`src/rtl/ps2_mouse_tracker.sv`:
```
// Assembles 3-byte PS/2 mouse packets into an absolute, clamped cursor position and button state.
// Positions and buttons only move on the cycle after the last byte of a packet is received.
module ps2_mouse_tracker #(
  parameter int unsigned X_MAX       = 63,
  parameter int unsigned Y_MAX       = 63,
  parameter int unsigned X_INIT      = 32,
  parameter int unsigned Y_INIT      = 32,
  parameter int unsigned SHIFT       = 0,
  parameter int unsigned TIMEOUT_CYC = 100000
) (
  input  logic       clk,
  input  logic       reset,
  input  logic [7:0] rx_data,
  input  logic       rx_valid,
  output logic [8:0] pos_x,
  output logic [8:0] pos_y,
  output logic       btn_left,
  output logic       btn_right,
  output logic       btn_middle,
  output logic       pkt_valid,
  output logic       sync_err
);

  localparam int unsigned CntW = $clog2(TIMEOUT_CYC + 1);

  typedef enum logic [1:0] {StByte0, StByte1, StByte2, StUpdate} state_e;

  state_e          state_q, state_d;
  // Status without the sync bit: {ovf_y, ovf_x, sgn_y, sgn_x, middle, right, left}
  logic [6:0]      stat_q, stat_d;
  logic [7:0]      xbyte_q, xbyte_d;
  logic [7:0]      ybyte_q, ybyte_d;
  logic [CntW-1:0] cnt_q, cnt_d;
  logic [8:0]      pos_x_q, pos_x_d;
  logic [8:0]      pos_y_q, pos_y_d;
  logic [2:0]      btn_q, btn_d;
  logic            pkt_valid_q, pkt_valid_d;
  logic            sync_err_q, sync_err_d;

  logic signed [8:0]  dx, dy, dx_s, dy_s;
  logic signed [10:0] nx, ny;

  function automatic logic [8:0] clamp(input logic signed [10:0] v, input logic [8:0] lim);
    if (v[10]) begin
      clamp = '0;
    end else if (v[9:0] > {1'b0, lim}) begin
      clamp = lim;
    end else begin
      clamp = v[8:0];
    end
  endfunction

  always_comb begin
    dx   = stat_q[5] ? 9'sd0 : $signed({stat_q[3], xbyte_q});
    dy   = stat_q[6] ? 9'sd0 : $signed({stat_q[4], ybyte_q});
    dx_s = dx >>> SHIFT;
    dy_s = dy >>> SHIFT;
    nx   = $signed({2'b00, pos_x_q}) + $signed({{2{dx_s[8]}}, dx_s});
    ny   = $signed({2'b00, pos_y_q}) - $signed({{2{dy_s[8]}}, dy_s});
  end

  always_comb begin
    state_d     = state_q;
    stat_d      = stat_q;
    xbyte_d     = xbyte_q;
    ybyte_d     = ybyte_q;
    cnt_d       = cnt_q;
    pos_x_d     = pos_x_q;
    pos_y_d     = pos_y_q;
    btn_d       = btn_q;
    pkt_valid_d = 1'b0;
    sync_err_d  = 1'b0;

    unique case (state_q)
      StByte0, StUpdate: begin
        cnt_d   = '0;
        state_d = StByte0;
        if (state_q == StUpdate) begin
          pos_x_d     = clamp(nx, 9'(X_MAX));
          pos_y_d     = clamp(ny, 9'(Y_MAX));
          btn_d       = stat_q[2:0];
          pkt_valid_d = 1'b1;
        end
        // A first byte landing in the update cycle is judged like any other first byte
        if (rx_valid) begin
          if (rx_data[3]) begin
            stat_d  = {rx_data[7:4], rx_data[2:0]};
            state_d = StByte1;
          end else begin
            sync_err_d = 1'b1;
          end
        end
      end
      StByte1, StByte2: begin
        if (rx_valid) begin
          cnt_d = '0;
          if (state_q == StByte1) begin
            xbyte_d = rx_data;
            state_d = StByte2;
          end else begin
            ybyte_d = rx_data;
            state_d = StUpdate;
          end
        end else if (cnt_q == CntW'(TIMEOUT_CYC - 1)) begin
          cnt_d      = '0;
          sync_err_d = 1'b1;
          state_d    = StByte0;
        end else begin
          cnt_d = cnt_q + CntW'(1);
        end
      end
      default: state_d = StByte0;
    endcase
  end

  always_ff @(posedge clk) begin
    if (reset) begin
      state_q     <= StByte0;
      stat_q      <= '0;
      xbyte_q     <= '0;
      ybyte_q     <= '0;
      cnt_q       <= '0;
      pos_x_q     <= 9'(X_INIT);
      pos_y_q     <= 9'(Y_INIT);
      btn_q       <= '0;
      pkt_valid_q <= 1'b0;
      sync_err_q  <= 1'b0;
    end else begin
      state_q     <= state_d;
      stat_q      <= stat_d;
      xbyte_q     <= xbyte_d;
      ybyte_q     <= ybyte_d;
      cnt_q       <= cnt_d;
      pos_x_q     <= pos_x_d;
      pos_y_q     <= pos_y_d;
      btn_q       <= btn_d;
      pkt_valid_q <= pkt_valid_d;
      sync_err_q  <= sync_err_d;
    end
  end

  assign pos_x      = pos_x_q;
  assign pos_y      = pos_y_q;
  assign btn_left   = btn_q[0];
  assign btn_right  = btn_q[1];
  assign btn_middle = btn_q[2];
  assign pkt_valid  = pkt_valid_q;
  assign sync_err   = sync_err_q;

endmodule

```
`config.mk`:
```
export PLATFORM = sky130hd
export DESIGN_NAME = ps2_mouse_tracker
export DESIGN_NICKNAME = d
export VERILOG_FILES = /design/src/rtl/ps2_mouse_tracker.sv
export SDC_FILE = /design/constraint.sdc
export NUM_CORES = 1
export LEC_CHECK = 0
export ABC_AREA = 1
export BUFFER_PORTS_ARGS = -buffer_cell sky130_fd_sc_hd__buf_2
export CAP_MARGIN = 20
export CELL_PAD_IN_SITES_DETAIL_PLACEMENT = 1
export CELL_PAD_IN_SITES_GLOBAL_PLACEMENT = 2
export CORE_MARGIN = 1.5
export CORE_UTILIZATION = 34
export DETAILED_ROUTE_END_ITERATION = 7
export GPL_ROUTABILITY_DRIVEN = 0
export PLACE_DENSITY_LB_ADDON = 0.1
export SLEW_MARGIN = 10
export SYNTH_ARGS = -nofsm -noshare
export SYNTH_HDL_FRONTEND = slang
export SYNTH_SLANG_ARGS = --single-unit
```
`constraint.sdc`:
```
create_clock -name clk -period 2.8 [get_ports clk]
set_clock_uncertainty 0.15 [all_clocks]
set_input_delay 0.56 -clock clk [delete_from_list [all_inputs] [get_ports clk]]
set_output_delay 0.56 -clock clk [all_outputs]
set_load 0.005 [all_outputs]
```
==> metrics.yaml, run 1 <==
rsz0062_at_grt: "false"
synth_top_area_cell: "dfxtp_1"
status: "completed"
clockRootBuffer: "clkbuf_8"
power_switching_uw: 643
grt_pass1_vias: 3589
syn_to_final_growth_pct: 13.4
io_pins: 34
multiInputGateArea_um2: 2140
period_share_pct: 88.6
grt_use_total_pct: 19.2
start_kind: "register"
synth_cell_types: 34
drive_above_1_share_pct: 15.4
antennaDiodeCount: 0
worst-path-max-fanout: 10
cts_setup_buffers: 0
syn_avg_cell_area_um2: 7.08
arrival_ps: 2580
p_sw_share_pct: 28.2
ff2ff_setup_slack_ps: 320
cp_num_cells: 13
slew_headroom_pct: 52.1
drv_slew: 0
place_inst: 703
portBuffers: 33
drt_iter0_markers: 130
p_int_uw: 1630
antenna_found_initial: 0
crit_family: "simple AND/OR/NAND/NOR gates"
dp_hpwl_um: 8180
setup_viol: 0
start_util_pct: 35.1
core.rowCount: 38
die_h_um: 109
min_period_ps: 2480
dr_total_vias: 3438
clock-sinks: 65
synth_edf_count: 0
crit_path_start: "stat_q[5]"
die_w_um: 109
cp.required_ps: 2900
wirelength_um: 10100
die_area_um2: 11900
ys_ff_latch: 65
timing.rr.end: "pos_x[1]"
async_reset_ff_share_pct: 0
tns_ps: 0
hold_viol_final: 0
r2r_cells: 13
path_class: "reg2reg"
slowest_delay_ps: 500
n_fill_cell: 1407
drt-wirelength-per-cell_um: 14.1
peakVddDrop_uv: 273
yosys.area.top_type_share_pct: 34.1
synth.most_common_cell: "nand2_1"
ys.flop_type: "dfxtp_1"
layout.nets: 611
cpMaxStageDelayCell: "dfxtp_1"
p_leak_uw: 0.00197
place_area_um2: 4100
syn_nets: 576
core_area_um2: 10900
viasPerCell: 4.78
yosys_warnings: 0
hold_buffers: 0
path_clk_slew_ps: 70
firstDrtPassIters: 4
min_path_type: "reg2reg"
numCtsBuffers: 9
r2r_start: "stat_q[5]"
tritoncts: "done"
grt_max_degree: 27
tightest_slew_ps: 718
synthTopCellsByCount: "nand2_1 (126), inv_1 (78), dfxtp_1 (65)"
synth_area_leaders: "dfxtp_1 (34%), nand2_1 (12%), ha_1 (7.9%)"
clock_path_buffers: 2
clk_latency_ps: 360
path_cells: "nor2_1, ha_1, fa_1, nand3_1, nand3_1, nand2_1, nand3_1, nand2_1, nand2_2, nor2_4, nand3_1, nand2_1, nand2_1"
cap_violations: 0
ys_seq_area_share_pct: 34.1
remaining_drc_errors: 0
final_cell_area_um2: 4330
stdcell_count: 719
crit_path_end_kind: "register"
comb_power_share_pct: 16.6
p_per_area_nw_per_um2: 526
crit_buf_inv: 0
netlist_instances: 539
cts-resized-gates: 0
regArea_um2: 1300
overflow: 0
crit_path_end: "pos_x[1]"
drtAntennaViolNets: 0
fmax_mhz: 403
power_frac_seq_pct: 42.6
p_clk_share_pct: 40.8
syn-cell-area_um2: 3820
cts-htree-levels: 3
grt_pass1_wl_um: 17300
-- flip-flops by register name, summed over array words and instances, names as in the netlist --
name       cells
btn_q          3
xbyte_q        8
state_q        2
pkt_valid      1
stat_q         7
pos_y          9
sync_err       1
pos_x          9
cnt_q         17
ybyte_q        8
-- routing by layer --
| layer | wire (um) | vias up | global-route usage (%) |
|---|---|---|---|
| met5 | 0 | - | 0 |
| met4 | 157 | 0 | 7.05 |
| met3 | 218 | 11 | 3.53 |
| met2 | 4660 | 32 | 31.3 |
| met1 | 5070 | 1607 | 25.2 |
| li1 | - | 1788 | - |
-- per-stage QoR --
stage	utilization, %	setup slack, ps	total power (uW)	hold WS (ps)
finish	39.7	318	2280	298
global route	39.7	10.3	2410	330
CTS	39.7	298	2320	302
detailed placement	37.6	310	1380	292
global placement	37.6	412	1370	288
floorplan	-	620	1280	267
-- power groups by stage --
stage | Combinational (uW) | Clock, uW | Sequential (uW)
floorplan | 295 | 0 | 986
global placement | 376 | 0 | 991
detailed placement | 383 | 0 | 993
CTS | 385 | 962 | 971
global route | 440 | 993 | 975
finish | 378 | 928 | 971
-- layout make-up --
class | count | area share, %
multi-input cells | 383 | 49.6
flip-flops and latches | 65 | 30.1
inverters | 81 | 7.03
well taps | 140 | 4.05
repair buffers | 34 | 3.99
clock buffers | 12 | 3.58
clock inverters | 4 | 1.73
-- worst min-delay path, cell delays in order (launching register included) --
cell and delay, ps:
dfxtp_1 310, inv_1 50, a21oi_1 50
-- how the worst min path moves through the flow --
stage / from / to / cells after the start
floorplan: cnt_q[0] / cnt_q[0] / 1
global placement: cnt_q[0] / cnt_q[0] / 1
detailed placement: ybyte_q[4] / ybyte_q[4] / 2
CTS: ybyte_q[4] / ybyte_q[4] / 2
global route: stat_q[0] / stat_q[0] / 2
finish: ybyte_q[7] / ybyte_q[7] / 2
-- cell families (layout without fill, tap and decap cells) --
group,count (synthesis),count (layout),share of synthesized area [%]
AOI/OAI and AO/OA,74,74,10.5
xor gates and xnor gates,17,17,3.90
adders and majority gates,26,26,8.92
buffers and inverters,91,131,9.73
DFF,65,65,34.1
and+or+nand+nor,266,266,32.9
-- cells in the final DEF, fill, tap and decap left out --
| cell | synthesis | layout |
|---|---|---|
| buf_4 | 0 | 1 |
| a41oi_1 | 1 | 1 |
| nor2_1 | 44 | 44 |
| nand3_4 | 1 | 1 |
| nand4_2 | 1 | 1 |
| dfxtp_1 | 65 | 65 |
| nand2_2 | 10 | 10 |
| nor4_1 | 1 | 1 |
| o21ai_1 | 2 | 2 |
| xor2_1 | 11 | 11 |
| a21oi_1 | 41 | 41 |
| or2_1 | 1 | 1 |
| nand3_1 | 39 | 39 |
| nor2_8 | 1 | 1 |
| nand2_1 | 126 | 126 |
| o21bai_1 | 4 | 4 |
| or2_2 | 1 | 1 |
| clkbuf_8 | 0 | 11 |
| a31oi_4 | 1 | 1 |
| nor3_1 | 7 | 7 |
| fa_1 | 2 | 2 |
| clkinvlp_4 | 0 | 2 |
| xnor2_1 | 6 | 6 |
| bufinv_16 | 0 | 2 |
| o21ai_0 | 25 | 25 |
| nand4_1 | 12 | 12 |
| ha_1 | 24 | 24 |
| inv_2 | 3 | 3 |
| inv_1 | 78 | 78 |
| nor2_4 | 4 | 4 |
| nor3_2 | 3 | 3 |
| nor2_2 | 12 | 12 |
| buf_2 | 2 | 33 |
| nand3_2 | 3 | 3 |
| clkbuf_1 | 3 | 1 |
Note: power is estimated with default switching activity, not from simulation.
==> run 2, diff against run 1 <==
--- a/config.mk
+++ b/config.mk
@@ -10,7 +10,7 @@
 export CAP_MARGIN = 20
 export CELL_PAD_IN_SITES_DETAIL_PLACEMENT = 1
 export CELL_PAD_IN_SITES_GLOBAL_PLACEMENT = 2
-export CORE_MARGIN = 1.5
+export CORE_MARGIN = 2
 export CORE_UTILIZATION = 34
 export DETAILED_ROUTE_END_ITERATION = 7
 export GPL_ROUTABILITY_DRIVEN = 0
==> run 2 against run 1 <==
Routed wire length rose by 2.9%; die area rose by 1.8%; via count rose by 0.32%; global-route usage fell by 0.85 points; highest routed layer unchanged; total power fell by 2.5%; hold slack got worse by 1.1 ps; sequential share of layout area rose by 0.23 points; fmax fell by 0.38%; clock power fell by 6.7%; sequential cell count did not move.
==> metrics.yaml, run 2 (synthesis results as in run 1) <==
p_leak_uw: 0.00196  # -0.35%
layout.nets: 611  # unchanged
clock_path_buffers: 2  # unchanged
grt_pass1_wl_um: 16800  # -2.7%
die_w_um: 110  # +0.92%
power_uw: 2220  # -2.5%
setup_viol: 0  # unchanged
path_class: "reg2reg"
r2r_start: "stat_q[5]"
overflow: 0  # unchanged
drtAntennaViolNets: 0  # unchanged
dr_wl_met2_um: 4750  # +1.9%
core_area_um2: 10900  # unchanged
largest_reg_flops: 17  # unchanged
r2r_cells: 13  # unchanged
status: "completed"
wl_met3_um: 234  # +7.3%
clk_latency_ps: 350  # about the same
tritoncts: "done"
remaining_drc_errors: 0  # unchanged
drv_slew: 0  # unchanged
ff2ff_setup_slack_ps: 310  # about the same
final_common_cell: "nand2_1"
crit_path_end: "pos_x[1]"
hold_viol_final: 0  # unchanged
cp.required_ps: 2890  # about the same
viasPerCell: 4.81  # +0.60%
drive_above_1_share_pct: 15.1  # -0.29 points
core.rowCount: 38  # unchanged
top_layer: "met4"
cp_num_cells: 13  # unchanged
start_util_pct: 35.1  # unchanged
p_per_area_nw_per_um2: 517  # -1.8%
die_area_um2: 12100  # +1.8%
hold_buffers: 0  # unchanged
antenna_found_initial: 0  # unchanged
drt-wirelength-per-cell_um: 14.5  # +3.1%
min_path_type: "reg2reg"
grt_pass1_vias: 3360  # -6.4%
crit_path_end_kind: "register"
min_period_ps: 2490  # +9.58 ps
io_pins: 34  # unchanged
slowest_delay_ps: 490  # about the same
syn_to_final_growth_pct: 12.5
portBuffers: 33  # unchanged
timing.rr.end: "pos_x[1]"
crit_buf_inv: 0  # unchanged
firstDrtPassIters: 4  # unchanged
cap_violations: 0  # unchanged
stdcell_count: 717  # -0.28%
antennaDiodeCount: 0  # unchanged
cpMaxStageDelayCell: "dfxtp_1"
grt_max_degree: 27  # unchanged
cts-htree-levels: 3  # unchanged
start_kind: "register"
crit_path_start: "stat_q[5]"
regMostFlops: "cnt_q"
rsz0062_at_grt: "false"
crit_family: "simple AND/OR/NAND/NOR gates"
clock-sinks: 65  # unchanged
drt_iter0_markers: 140  # +7.7%
cts-resized-gates: 0  # unchanged
wl_met1_um: 5250  # +3.6%
whs_ps: 297  # -1.09 ps
arrival_ps: 2580  # about the same
tightest_slew_ps: 723  # +5.38 ps
worst-path-max-fanout: 10  # unchanged
layout_common_cells: "nand2_1 (126), inv_1 (78), dfxtp_1 (65)"
tns_ps: 0  # unchanged
peakVddDrop_uv: 238  # -13%
slew_headroom_pct: 51.7  # -0.36 points
period_share_pct: 89.0  # +0.34 points
clockRootBuffer: "clkbuf_8"
fmax_mhz: 401  # -0.38%
numCtsBuffers: 9  # unchanged
dp_hpwl_um: 8150  # -0.37%
place_inst: 703  # unchanged
dr_total_vias: 3449  # +0.32%
cts_setup_buffers: 0  # unchanged
worstHoldStart: "ybyte_q[4]"
wirelength_um: 10400  # +2.9%
grt_use_total_pct: 18.4  # -0.85 points
die_h_um: 110  # +0.92%
path_cells: "nor2_1, ha_1, fa_1, nand3_1, nand3_1, nand2_1, nand3_1, nand2_1, nand2_2, nor2_4, nand3_1, nand2_1, nand2_1"
path_clk_slew_ps: 80  # about the same
==> run 2: changes by cell type in the layout (fill, tap and decap cells not counted) <==
cell and change:
clkinv_2 +2, clkinvlp_4 -2, clkbuf_8 -2
==> run 2: per-layer routing <==
| metal | vias up | global-route usage, % |
|---|---|---|
| li1 | 1789 | - |
| met1 | 1600 | 24.9 |
| met2 | 48 | 29.5 |
| met3 | 12 | 2.67 |
| met4 | 0 | 6.78 |
| met5 | - | 0 |
==> run 2: worst register-to-register path: stages, from the launching register on <==
cell and delay [ps]:
dfxtp_1 490, nor2_1 100, ha_1 250, fa_1 490
nand3_1 120, nand3_1 100, nand2_1 90, nand3_1 60
nand2_1 90, nand2_2 70, nor2_4 150, nand3_1 100
nand2_1 70, nand2_1 40
==> run 2: stage by stage <==
step / util, % / worst slack, ps / area (um2)
2_1_floorplan: - / 620 / 3820
3_3_place_gp: 37.6 / 420 / 4100
3_5_place_dp: 37.6 / 316 / 4100
4_1_cts: 39.5 / 285 / 4300
5_1_grt: 39.5 / 43.2 / 4300
6_report: 39.5 / 309 / 4300
==> run 2: final cells by class <==
| type | count | area (um2) |
|---|---|---|
| clock buffer | 10 | 128 |
| timing repair buffer | 34 | 173 |
| clock inverter | 4 | 70.1 |
| tap | 140 | 175 |
| fill | 1404 | 6590 |
| sequential | 65 | 1300 |
| inverter | 81 | 304 |
| multi-input combinational | 383 | 2140 |
==> run 2: power by group <==
group / leakage [uW] / internal (uW) / total, uW / switching (uW)
sequential: 0.000527 / 955 / 971 / 16.7
clock: 0.000102 / 489 / 866 / 377
combinational: 0.00133 / 130 / 383 / 253
total: 0.00196 / 1570 / 2220 / 647
==> run 2: worst min path at each step <==
stage               cells past startpoint          to  slack, ps
finish                                  2  ybyte_q[4]        300
global route                            1    cnt_q[0]        320
CTS                                     2  ybyte_q[4]        300
detailed placement                      2  ybyte_q[4]        290
global placement                        1    cnt_q[0]        280
floorplan                               1    cnt_q[0]        270
